## src/rtl/spike_window_classifier_pkg.sv

```systemverilog
// snn_classifier_pkg: shared FSM states and sizing helpers for spike_window_classifier
package snn_classifier_pkg;
  typedef enum logic [1:0] {IDLE, COUNT, RESOLVE, DONE} state_t;
  function automatic int idx_w(input int n);
    return n > 1 ? $clog2(n) : 1;
  endfunction
  function automatic logic [31:0] sat_max(input int w);
    return (32'd1 << w) - 32'd1;
  endfunction
endpackage

```

## src/rtl/spike_window_classifier_if.sv

```systemverilog
// spike_window_classifier_if: result valid/ready handshake with the registered class outputs
interface spike_window_classifier_if
  import snn_classifier_pkg::*;
#(
  parameter int N = 2,
  parameter int CW = 8,
  parameter int IW = idx_w(N)
);
  logic result_valid;
  logic result_ready;
  logic [IW-1:0] winner;
  logic tie;
  logic [N*CW-1:0] spike_counts;
  modport master(output result_valid, winner, tie, spike_counts, input result_ready);
  modport slave(input result_valid, winner, tie, spike_counts, output result_ready);
endinterface

```

## src/rtl/spike_sat_counter.sv

```systemverilog
// spike_sat_counter: per-neuron spike counter that clears on request and saturates at all-ones
module spike_sat_counter
  import snn_classifier_pkg::*;
#(
  parameter int CW = 8
) (
  input  logic clk,
  input  logic reset,
  input  logic clear,
  input  logic inc,
  output logic [CW-1:0] count
);
  localparam logic [CW-1:0] MAX = CW'(sat_max(CW));
  always_ff @(posedge clk)
    if (reset || clear) count <= '0;
    else if (inc && count != MAX) count <= count + 1'b1;
endmodule

```

## src/rtl/spike_window_classifier.sv

```systemverilog
// spike_window_classifier: counts output spikes over a window of enabled steps, then argmax-scans one neuron per cycle.
// Define SPIKE_CLASSIFIER_ABORT_EN to add an abort input that cancels COUNT/RESOLVE.
module spike_window_classifier
  import snn_classifier_pkg::*;
#(
  parameter int N = 2,
  parameter int CW = 8,
  parameter int WW = 8
) (
  input  logic clk,
  input  logic reset,
  input  logic enable,
  input  logic start,
  input  logic [WW-1:0] window_len,
  input  logic [N-1:0] spikes_in,
`ifdef SPIKE_CLASSIFIER_ABORT_EN
  input  logic abort,
`endif
  output logic busy,
  spike_window_classifier_if.master res
);
  localparam int IW = idx_w(N);
  localparam logic [IW-1:0] LAST = IW'(N - 1);
  state_t state, nxt;
  logic [WW-1:0] remaining;
  logic [IW-1:0] k, best_idx;
  logic [CW-1:0] best_cnt, cur;
  logic tie_r, go, quit;
  logic [CW-1:0] cnt [N];
  assign go = state == IDLE && start;
`ifdef SPIKE_CLASSIFIER_ABORT_EN
  assign quit = abort && (state == COUNT || state == RESOLVE);
`else
  assign quit = 1'b0;
`endif
  assign cur = cnt[k];
  for (genvar i = 0; i < N; i++) begin : g_cnt
    spike_sat_counter #(.CW(CW)) u_cnt (
      .clk(clk),
      .reset(reset),
      .clear(go),
      .inc(state == COUNT && enable && spikes_in[i]),
      .count(cnt[i])
    );
  end
  always_comb begin
    res.spike_counts = '0;
    for (int i = 0; i < N; i++) res.spike_counts[i*CW +: CW] = cnt[i];
  end
  always_comb begin
    nxt = state;
    case (state)
      IDLE:    nxt = start ? (window_len == '0 ? RESOLVE : COUNT) : IDLE;
      COUNT:   nxt = enable && remaining == WW'(1) ? RESOLVE : COUNT;
      RESOLVE: nxt = k == LAST ? DONE : RESOLVE;
      DONE:    nxt = res.result_ready ? IDLE : DONE;
      default: nxt = IDLE;
    endcase
    if (quit) nxt = IDLE;
  end
  // First scanned neuron seeds the best unconditionally; later ones replace only when strictly greater
  always_ff @(posedge clk)
    if (reset) begin
      state <= IDLE;
      remaining <= '0;
      k <= '0;
      best_idx <= '0;
      best_cnt <= '0;
      tie_r <= 1'b0;
    end else begin
      state <= nxt;
      if (go) begin
        remaining <= window_len;
        k <= '0;
        best_idx <= '0;
        best_cnt <= '0;
        tie_r <= 1'b0;
      end
      if (state == COUNT && enable) remaining <= remaining - 1'b1;
      if (state == RESOLVE) begin
        k <= k + 1'b1;
        if (k == '0 || cur > best_cnt) begin
          best_idx <= k;
          best_cnt <= cur;
          tie_r <= 1'b0;
        end else if (cur == best_cnt) tie_r <= 1'b1;
      end
    end
  assign busy = state != IDLE;
  assign res.result_valid = state == DONE;
  assign res.winner = best_idx;
  assign res.tie = tie_r;
endmodule
```

## src/flat_wrapper.sv

```systemverilog
// flat-port wrapper written by rule: the top's interface ports become plain ports
module spike_window_classifier_flat import snn_classifier_pkg::*;
#(
  parameter int N = 2,
  parameter int CW = 8,
  parameter int WW = 8
)
  (clk, reset, enable, start, window_len, spikes_in, busy, res_result_valid, res_winner, res_tie, res_spike_counts, res_result_ready);
  spike_window_classifier_if #(.N(N), .CW(CW)) res_i ();
  input  logic clk;
  input  logic reset;
  input  logic enable;
  input  logic start;
  input  logic [WW-1:0] window_len;
  input  logic [N-1:0] spikes_in;
  output logic busy;
  output wire logic [$bits(res_i.result_valid)-1:0] res_result_valid;
  output wire logic [$bits(res_i.winner)-1:0] res_winner;
  output wire logic [$bits(res_i.tie)-1:0] res_tie;
  output wire logic [$bits(res_i.spike_counts)-1:0] res_spike_counts;
  input wire logic [$bits(res_i.result_ready)-1:0] res_result_ready;
  assign res_result_valid = res_i.result_valid;
  assign res_winner = res_i.winner;
  assign res_tie = res_i.tie;
  assign res_spike_counts = res_i.spike_counts;
  assign res_i.result_ready = res_result_ready;
  spike_window_classifier #(.N(N), .CW(CW), .WW(WW)) u_core (.clk(clk), .reset(reset), .enable(enable), .start(start), .window_len(window_len), .spikes_in(spikes_in), .busy(busy), .res(res_i));
endmodule
```

## config.mk

```make
export PLATFORM = sky130hd
export DESIGN_NAME = spike_window_classifier_flat
export DESIGN_NICKNAME = d
export VERILOG_FILES = /design/src/rtl/spike_window_classifier_pkg.sv /design/src/rtl/spike_window_classifier_if.sv /design/src/rtl/spike_sat_counter.sv /design/src/rtl/spike_window_classifier.sv /design/src/flat_wrapper.sv
export SDC_FILE = /design/constraint.sdc
export NUM_CORES = 1
export LEC_CHECK = 0
export ABC_AREA = 0
export CAP_MARGIN = 0
export CORE_ASPECT_RATIO = 0.7
export CORE_MARGIN = 2
export CORE_UTILIZATION = 25
export CTS_BUF_LIST = sky130_fd_sc_hd__clkbuf_8
export CTS_CLUSTER_SIZE = 24
export DETAILED_ROUTE_END_ITERATION = 10
export PLACE_DENSITY = 0.54
export SYNTH_ARGS = -nofsm -noshare
export SYNTH_HDL_FRONTEND = slang
export SYNTH_SLANG_ARGS = --single-unit
```

## constraint.sdc

```tcl
create_clock -name clk -period 3.95 [get_ports clk]
set_clock_uncertainty 0.15 [all_clocks]
set_input_delay 0.79 -clock clk [delete_from_list [all_inputs] [get_ports clk]]
set_output_delay 0.79 -clock clk [all_outputs]
set_load 0.05 [all_outputs]
```

==> summary.md, run 1 <==
| Metric | Value |
|---|---|
| Number of global-route vias before repair | `1693` |
| Clock Sinks | `37` |
| Layout cell share with drive strength beyond 1 | `0.136` |
| Worst slack at placement | `approximately 0.97 ns` |
| Tot Pwr | `0.944 mW` |
| Max Transition Viols Final | `0` |
| Drt total wl | `between 5000 and 6000 µm` |
| First-pass GRT wire length | `8240 µm` |
| Final min period | `between 2 and 3 ns` |
| Synth warnings | `0` |
| Internal | `between 0.6 and 0.7 mW` |
| Max-slew headroom | `0.660` |
| RSZ-0062 raised after global routing | `no` |
| Clock Path Buffers | `2` |
| Worst vdd ir | `between 150 and 200 µV` |
| # diodes | `0` |
| Hold_buf cts | `0` |
| Async SR Flop Fraction | `0` |
| Starting Density | `0.254` |
| Worst Reg-to-Reg Cells | `7` |
| Root Buffer | `clkbuf_8` |
| CP max stage cell | `dfxtp_1` |
| DR iter-0 viols | `48` |
| Final cell count without fillers | `roughly 380` |
| I/O Pins | `35` |
| Clk slew on worst S/H paths | `around 0.080 ns` |
| Synth area leaders | `dfxtp_1 35%, mux2_2 8.0%, ha_1 7.1%` |
| Switching share of power | `0.290` |
| Worst reg2reg startpoint | `u_core.k$_SDFFE_PP0P_` |
| Post-synth cell types | `just under 50` |
| Number of synthesized register bits | `37` |
| Crit path cell chain | `mux2_2 > ha_1 > a211o_1 > a21oi_2 > nand3_1 > a21oi_4 > mux2_2` |
| CP Data Required Time | `3.98 ns` |
| CTS tree | `yes` |
| Largest net degree at the start of global routing | `24` |
| CP endpoint kind | `register` |
| Most used cell along the critical path | `mux2_2` |
| Setup CP Type | `reg2reg` |
| Cell area after synthesis | `between 2000 and 2500 µm²` |
| Main synth FF type | `dfxtp_1` |
| Via density | `~4.7` |
| Worst Tran Pin Value | `0.508 ns` |
| Hold crit path type | `reg2reg` |
| Setup TNS | `0 ns` |
| Die X-Extent | `~110 µm` |
| Fmax | `about 0.34 GHz` |
| H-tree levels | `2` |
| Initial antenna violation count | `0` |
| Worst-Skew Late Latency | `0.30 ns` |
| Synth-to-layout area growth | `26.0%` |
| Final hold viol count | `0` |
| CP bufs+invs | `0` |
| Post-Syn Instances | `~250` |
| Rows | `28` |
| Worst setup endpoint | `u_core.best_cnt[1]$_SDFF_PP0_` |
| Synthesized area per cell | `8.65 µm²` |
| PnR worst setup slack | `1.00 ns` |
| Max_cap viols | `0` |
| Reg-to-reg endpoint | `u_core.best_cnt[1]$_SDFF_PP0_` |
| Status | `finished, final reports clean` |
| Sequential share of power | `0.441` |
| DP Area | `2550 µm²` |
| Final GP Congestion | `just under 0.8` |
| Synth top area share | `0.349` |
| Placed cell count | `roughly 380` |
| Post-route cell area | `2670 µm²` |
| Area leader, netlist | `dfxtp_1` |
| CP top delay family | `compound AO/OA/AOI/OAI gates` |
| Router iterations before antenna repair | `3` |
| Total GRT Usage | `0.114` |
| Reg2reg setup slack | `~1.0 ns` |
| NetSw | `roughly 0.27 mW` |
| Combinational Power Share | `0.187` |
| Die area | `approximately 9200 µm²` |
| Die H | `~81 µm` |
| Clk pwr share | `0.372` |
| Port Buffers | `34` |
| TritonCTS Buffers | `5` |
| Mapped Nets | `272` |
| Finish-stage setup viols | `0` |
| EDFF count, synth | `0` |
| CP startpoint | `u_core.k$_SDFFE_PP0P_` |
| # nets final | `between 300 and 400` |
| Critical Path Stages | `7` |
| Worst Path Max Fanout | `11` |
| Final period util | `0.746` |
| Crit-path max cell delay | `~0.61 ns` |
| Core footprint | `roughly 8300 µm²` |
| Hpwl dp | `around 3700 µm` |
| Crit path DAT | `around 3 ns` |
| ANT nets after route | `0` |
| DR DRC count | `0` |
| CP Launch Type | `register` |
| Post-CTS resize count | `0` |
| Leakage power | `between 0.9 and 1 nW` |
| Number of post-CTS setup repair buffers | `0` |
| Drt wl/cell | `between 10 and 15 µm` |
| Register area share after synthesis | `0.349` |
| Pwr dens | `353 nW/µm²` |
| Global route overflow | `0` |
| Via count | `1801` |
==> how the worst min path moves through the flow <==
stage / startpoint / endpoint / slack (ns) / cells after the start
floorplan: u_core.best_cnt[0]$_SDFF_PP0_ / u_core.best_cnt[0]$_SDFF_PP0_ / 0.29 / 2
finish: u_core.best_cnt[0]$_SDFF_PP0_ / u_core.best_cnt[0]$_SDFF_PP0_ / 0.33 / 2
detailed placement: u_core.best_cnt[0]$_SDFF_PP0_ / u_core.best_cnt[0]$_SDFF_PP0_ / 0.32 / 2
CTS: u_core.best_cnt[0]$_SDFF_PP0_ / u_core.best_cnt[0]$_SDFF_PP0_ / 0.33 / 2
global placement: u_core.best_cnt[0]$_SDFF_PP0_ / u_core.best_cnt[0]$_SDFF_PP0_ / 0.31 / 2
global route: u_core.best_cnt[0]$_SDFF_PP0_ / u_core.best_cnt[0]$_SDFF_PP0_ / 0.35 / 2
==> cell type report <==
type                       instances  area [µm²]
tap                              105         131
multi-input combinational        186        1280
sequential                        37         741
clock buffer                       6        82.6
fill                             875        5670
clock inverter                     2        37.5
inverter                          13        48.8
timing repair buffer              35         348
==> power groups by stage <==
stage          Combinational [mW]  Clock (mW)  Sequential (mW)
3_5_place_dp                0.176           0            0.425
2_1_floorplan               0.133           0            0.419
4_1_cts                     0.177       0.358            0.416
6_report                    0.177       0.351            0.416
5_1_grt                     0.194       0.376            0.420
3_3_place_gp                0.176           0            0.424
==> cells by family after synthesis <==
family | Yosys count | share of synthesized area
adder cells (fa/ha/maj) | 12 | 0.0708
buffers and inverters | 22 | 0.0460
AND/OR/NAND/NOR | 101 | 0.249
XOR/XNOR | 11 | 0.0455
multiplexers | 19 | 0.0986
AO/OA/AOI/OAI | 43 | 0.141
flip-flops | 37 | 0.349
==> flip-flops by register name, summed over array words and instances, names as in the netlist <==
| signal | cells |
|---|---|
| u_core.res.tie | 1 |
| u_core.remaining | 8 |
| u_core.best_cnt | 8 |
| u_core.state | 2 |
| u_core.g_cnt.u_cnt.count | 16 |
| u_core.res.winner | 1 |
| u_core.k | 1 |
==> per-layer routing <==
layer  global-route usage  part of all wire
met5                    0                 0
met4               0.0402             0.014
met3               0.0284             0.028
met2                0.168              0.43
met1                0.161              0.53
==> metrics by stage <==
stage,hold WS [ns],utilization
floorplan,0.292,-
global placement,0.314,0.306
CTS,0.331,0.320
global route,0.350,0.320
detailed placement,0.319,0.306
finish,0.331,0.320
==> layout by cell type (no fill, tap or decap), types with 8 or more instances in the layout <==
cell,instances
nor2b_1,8
mux2_2,15
dfxtp_1,37
xnor2_1,9
nand2_1,11
a21oi_1,17
inv_1,13
nor2_1,31
clkdlybuf4s50_1,34
nor3_1,12
ha_1,12
nand3_1,12
==> synth_stat cells, types with 2 or more instances <==
library cell / instances
nor2b_1: 8
xor2_1: 2
a31oi_1: 2
o211ai_2: 2
o21ai_0: 5
nor4_1: 4
xnor2_1: 9
or2_2: 2
o211ai_1: 4
nor2_1: 31
nand3b_1: 3
buf_2: 3
mux2_2: 15
nand3_1: 12
dfxtp_1: 37
a21oi_1: 17
clkbuf_1: 4
or3_1: 3
mux2i_1: 4
inv_1: 13
nand4_1: 4
a211oi_2: 2
nand2_1: 11
ha_1: 12
nor3_1: 12
==> worst min-delay path, cell delays in order (launching register included) <==
cell and delay [ns]:
dfxtp_1 0.32, nand2_1 0.05, mux2i_1 0.06
No activity file was read; power rests on OpenSTA's default activity.
==> inputs of run 2 (changes only) <==
Settings changed: PLACE_DENSITY 0.54 to 0.55.
Clock period 3.95 ns to 2.5 ns, I/O delays scaled along.
==> summary.md, run 2 (synthesis results as in run 1) <==
| Metric | Value |
|---|---|
| Crit path cell chain | `mux2_4 > ha_4 > a211o_1 > a21oi_2 > a211oi_2 > a21oi_4 > buf_12 > mux2_4` |
| Worst Tran Pin Value | `0.518 ns (+0.0102 ns)` |
| Port Buffers | `34 (unchanged)` |
| Reg-to-reg endpoint | `u_core.best_cnt[5]$_SDFF_PP0_` |
| Register area | `754 µm² (+1.9%)` |
| Sink of the worst hold path | `u_core.res.tie$_SDFF_PP0_` |
| Die H | `81.0 µm (unchanged)` |
| Fill count | `870 (-0.57%)` |
| Placed cell count | `390 (+3.7%)` |
| Top flop regs | `u_core.g_cnt.u_cnt.count (16), u_core.best_cnt (8), u_core.remaining (8)` |
| First-pass GRT wire length | `8630 µm (+4.7%)` |
| DR DRC count | `0 (unchanged)` |
| Clk slew on worst S/H paths | `0.08 ns (about the same)` |
| TritonCTS Buffers | `5 (unchanged)` |
| Met2 WL post-DR | `2100 µm (-1.9%)` |
| Reg2reg setup slack | `0.05 ns (-0.96 ns)` |
| DR iter-0 viols | `64 (+33%)` |
| CP bufs+invs | `1 (+1)` |
| Most frequent cells in the layout | `34 x clkdlybuf4s50_1, 30 x nor2_1, 28 x dfxtp_1` |
| CP endpoint kind | `register` |
| CP top delay family | `compound AO/OA/AOI/OAI gates` |
| Leakage power | `1.07 nW (+14%)` |
| Max_cap viols | `0 (unchanged)` |
| Clock Path Buffers | `2 (unchanged)` |
| # diodes | `0 (unchanged)` |
| CP Launch Type | `register` |
| Router iterations before antenna repair | `4 (+1)` |
| Die area | `9240 µm² (unchanged)` |
| Finish-stage setup viols | `0 (unchanged)` |
| I/O Pins | `35 (unchanged)` |
| Min-Delay Path Depth | `2 (unchanged)` |
| Worst reg2reg startpoint | `u_core.k$_SDFFE_PP0P_` |
| Worst Reg-to-Reg Cells | `8 (+1)` |
| Final cell count without fillers | `403 (+4.9%)` |
| Hold crit path type | `reg2reg` |
| Final min period | `2.45 ns (-0.492 ns)` |
| HP Start | `u_core.res.tie$_SDFF_PP0_` |
| Worst-Skew Late Latency | `0.29 ns (about the same)` |
| H-tree levels | `2 (unchanged)` |
| Pwr dens | `487 nW/µm² (+38%)` |
| Layout cell share with drive strength beyond 1 | `0.245 (+0.109)` |
| Synth-to-layout area growth | `38.1%` |
| Clock Sinks | `37 (unchanged)` |
| Worst Path Max Fanout | `8 (-3)` |
| Core footprint | `8340 µm² (unchanged)` |
| Setup CP Type | `reg2reg` |
| CP Data Required Time | `2.52 ns (-1.46 ns)` |
| Via density | `4.59 (-2.2%)` |
| Worst hold slack | `0.336 ns (+0.00543 ns)` |
| Worst vdd ir | `181 µV (+18%)` |
| Crit path DAT | `2.48 ns (-0.50 ns)` |
| RSZ-0062 raised after global routing | `yes` |
| Die X-Extent | `114 µm (unchanged)` |
| Top layer in use | `met4` |
| Via count | `1848 (+2.6%)` |
| Fmax | `0.408 GHz (+20%)` |
| Largest net degree at the start of global routing | `17 (-29%)` |
| Met1 Wirelength | `2970 µm (+12%)` |
| Drt wl/cell | `13.1 µm (+0.31%)` |
| Hpwl dp | `3950 µm (+7.9%)` |
| Final GP Congestion | `0.821 (+5.7%)` |
| # nets final | `324 (+6.2%)` |
| Setup TNS | `0 ns (unchanged)` |
| Multi-input gate area | `1390 µm² (+8.7%)` |
| Top reg by flops | `u_core.g_cnt.u_cnt.count` |
| Max-slew headroom | `0.653 (-0.00683)` |
| Final hold viol count | `0 (unchanged)` |
| Starting Density | `0.254 (unchanged)` |
| Final period util | `0.981 (+0.236)` |
| Global route overflow | `0 (unchanged)` |
| Met3 routed WL | `155 µm (+12%)` |
| Initial antenna violation count | `0 (unchanged)` |
| Status | `finished, final reports clean` |
| Hold_buf cts | `0 (unchanged)` |
| CTS tree | `yes` |
| Largest register FFs | `16 (unchanged)` |
| Most used cell along the critical path | `mux2_4` |
| Number of global-route vias before repair | `1721 (+1.7%)` |
| Root Buffer | `clkbuf_8` |
| ANT nets after route | `0 (unchanged)` |
| Crit-path max cell delay | `0.41 ns (-0.20 ns)` |
| Max Transition Viols Final | `0 (unchanged)` |
| Rows | `28 (unchanged)` |
| Total GRT Usage | `0.118 (+0.00422)` |
| CP max stage cell | `dfxtp_4` |
| Most common cell after layout, fill and taps aside | `clkdlybuf4s50_1` |
| Drt total wl | `5270 µm (+5.3%)` |
## run 2: metrics by stage
| step | setup slack [ns] | total power, mW | util | area [µm²] |
|---|---|---|---|---|
| floorplan | 0.0109 | 0.879 | - | 2200 |
| global placement | 0.0164 | 0.981 | 0.328 | 2730 |
| detailed placement | -0.0364 | 0.982 | 0.328 | 2730 |
| CTS | 0.00325 | 1.43 | 0.340 | 2830 |
| global route | -0.0309 | 1.50 | 0.351 | 2930 |
| finish | 0.0465 | 1.43 | 0.351 | 2930 |
## run 2: power breakdown
group / switching (mW) / leakage (nW) / internal [mW]
Combinational: 0.176 / 0.715 / 0.148
Sequential: 0.0349 / 0.305 / 0.617
Clock: 0.225 / 0.0512 / 0.224
## run 2: worst max path at each step
stage | startpoint | endpoint | depth (start not counted)
3_3_place_gp | u_core.k$_SDFFE_PP0P_ | u_core.best_cnt[5]$_SDFF_PP0_ | 8
6_report | u_core.k$_SDFFE_PP0P_ | u_core.best_cnt[5]$_SDFF_PP0_ | 8
4_1_cts | u_core.k$_SDFFE_PP0P_ | u_core.best_cnt[5]$_SDFF_PP0_ | 8
5_1_grt | u_core.k$_SDFFE_PP0P_ | u_core.best_cnt[1]$_SDFF_PP0_ | 9
3_5_place_dp | u_core.k$_SDFFE_PP0P_ | u_core.best_cnt[5]$_SDFF_PP0_ | 8
2_1_floorplan | u_core.k$_SDFFE_PP0P_ | u_core.best_cnt[1]$_SDFF_PP0_ | 8
## run 2: tightest hold or removal path: stages, from the launching register on
cell and delay, ns:
dfxtp_1 0.32, nand3_1 0.06, o21ai_0 0.06
## run 2: metal layers
layer  vias up  track usage
li1        974            -
met1       842        0.185
met2        27        0.158
met3         5       0.0261
met4         0       0.0305
met5         -            0
## run 2: what timing repair did
| item | CTS | global route |
|---|---|---|
| endpoints found under the setup margin | 7 | 8 |
| pin swaps | 0 | 7 |
| gates resized for setup | 1 | 6 |
| buffers inserted | 0 | 5 |
## run 2: final cells by class
type / instances / area share
clock buffer: 6 / 0.0282
clock inverter: 2 / 0.00470
inverter: 13 / 0.0167
multi-input combinational: 186 / 0.476
sequential: 37 / 0.258
tap: 105 / 0.0449
timing repair buffer: 54 / 0.172
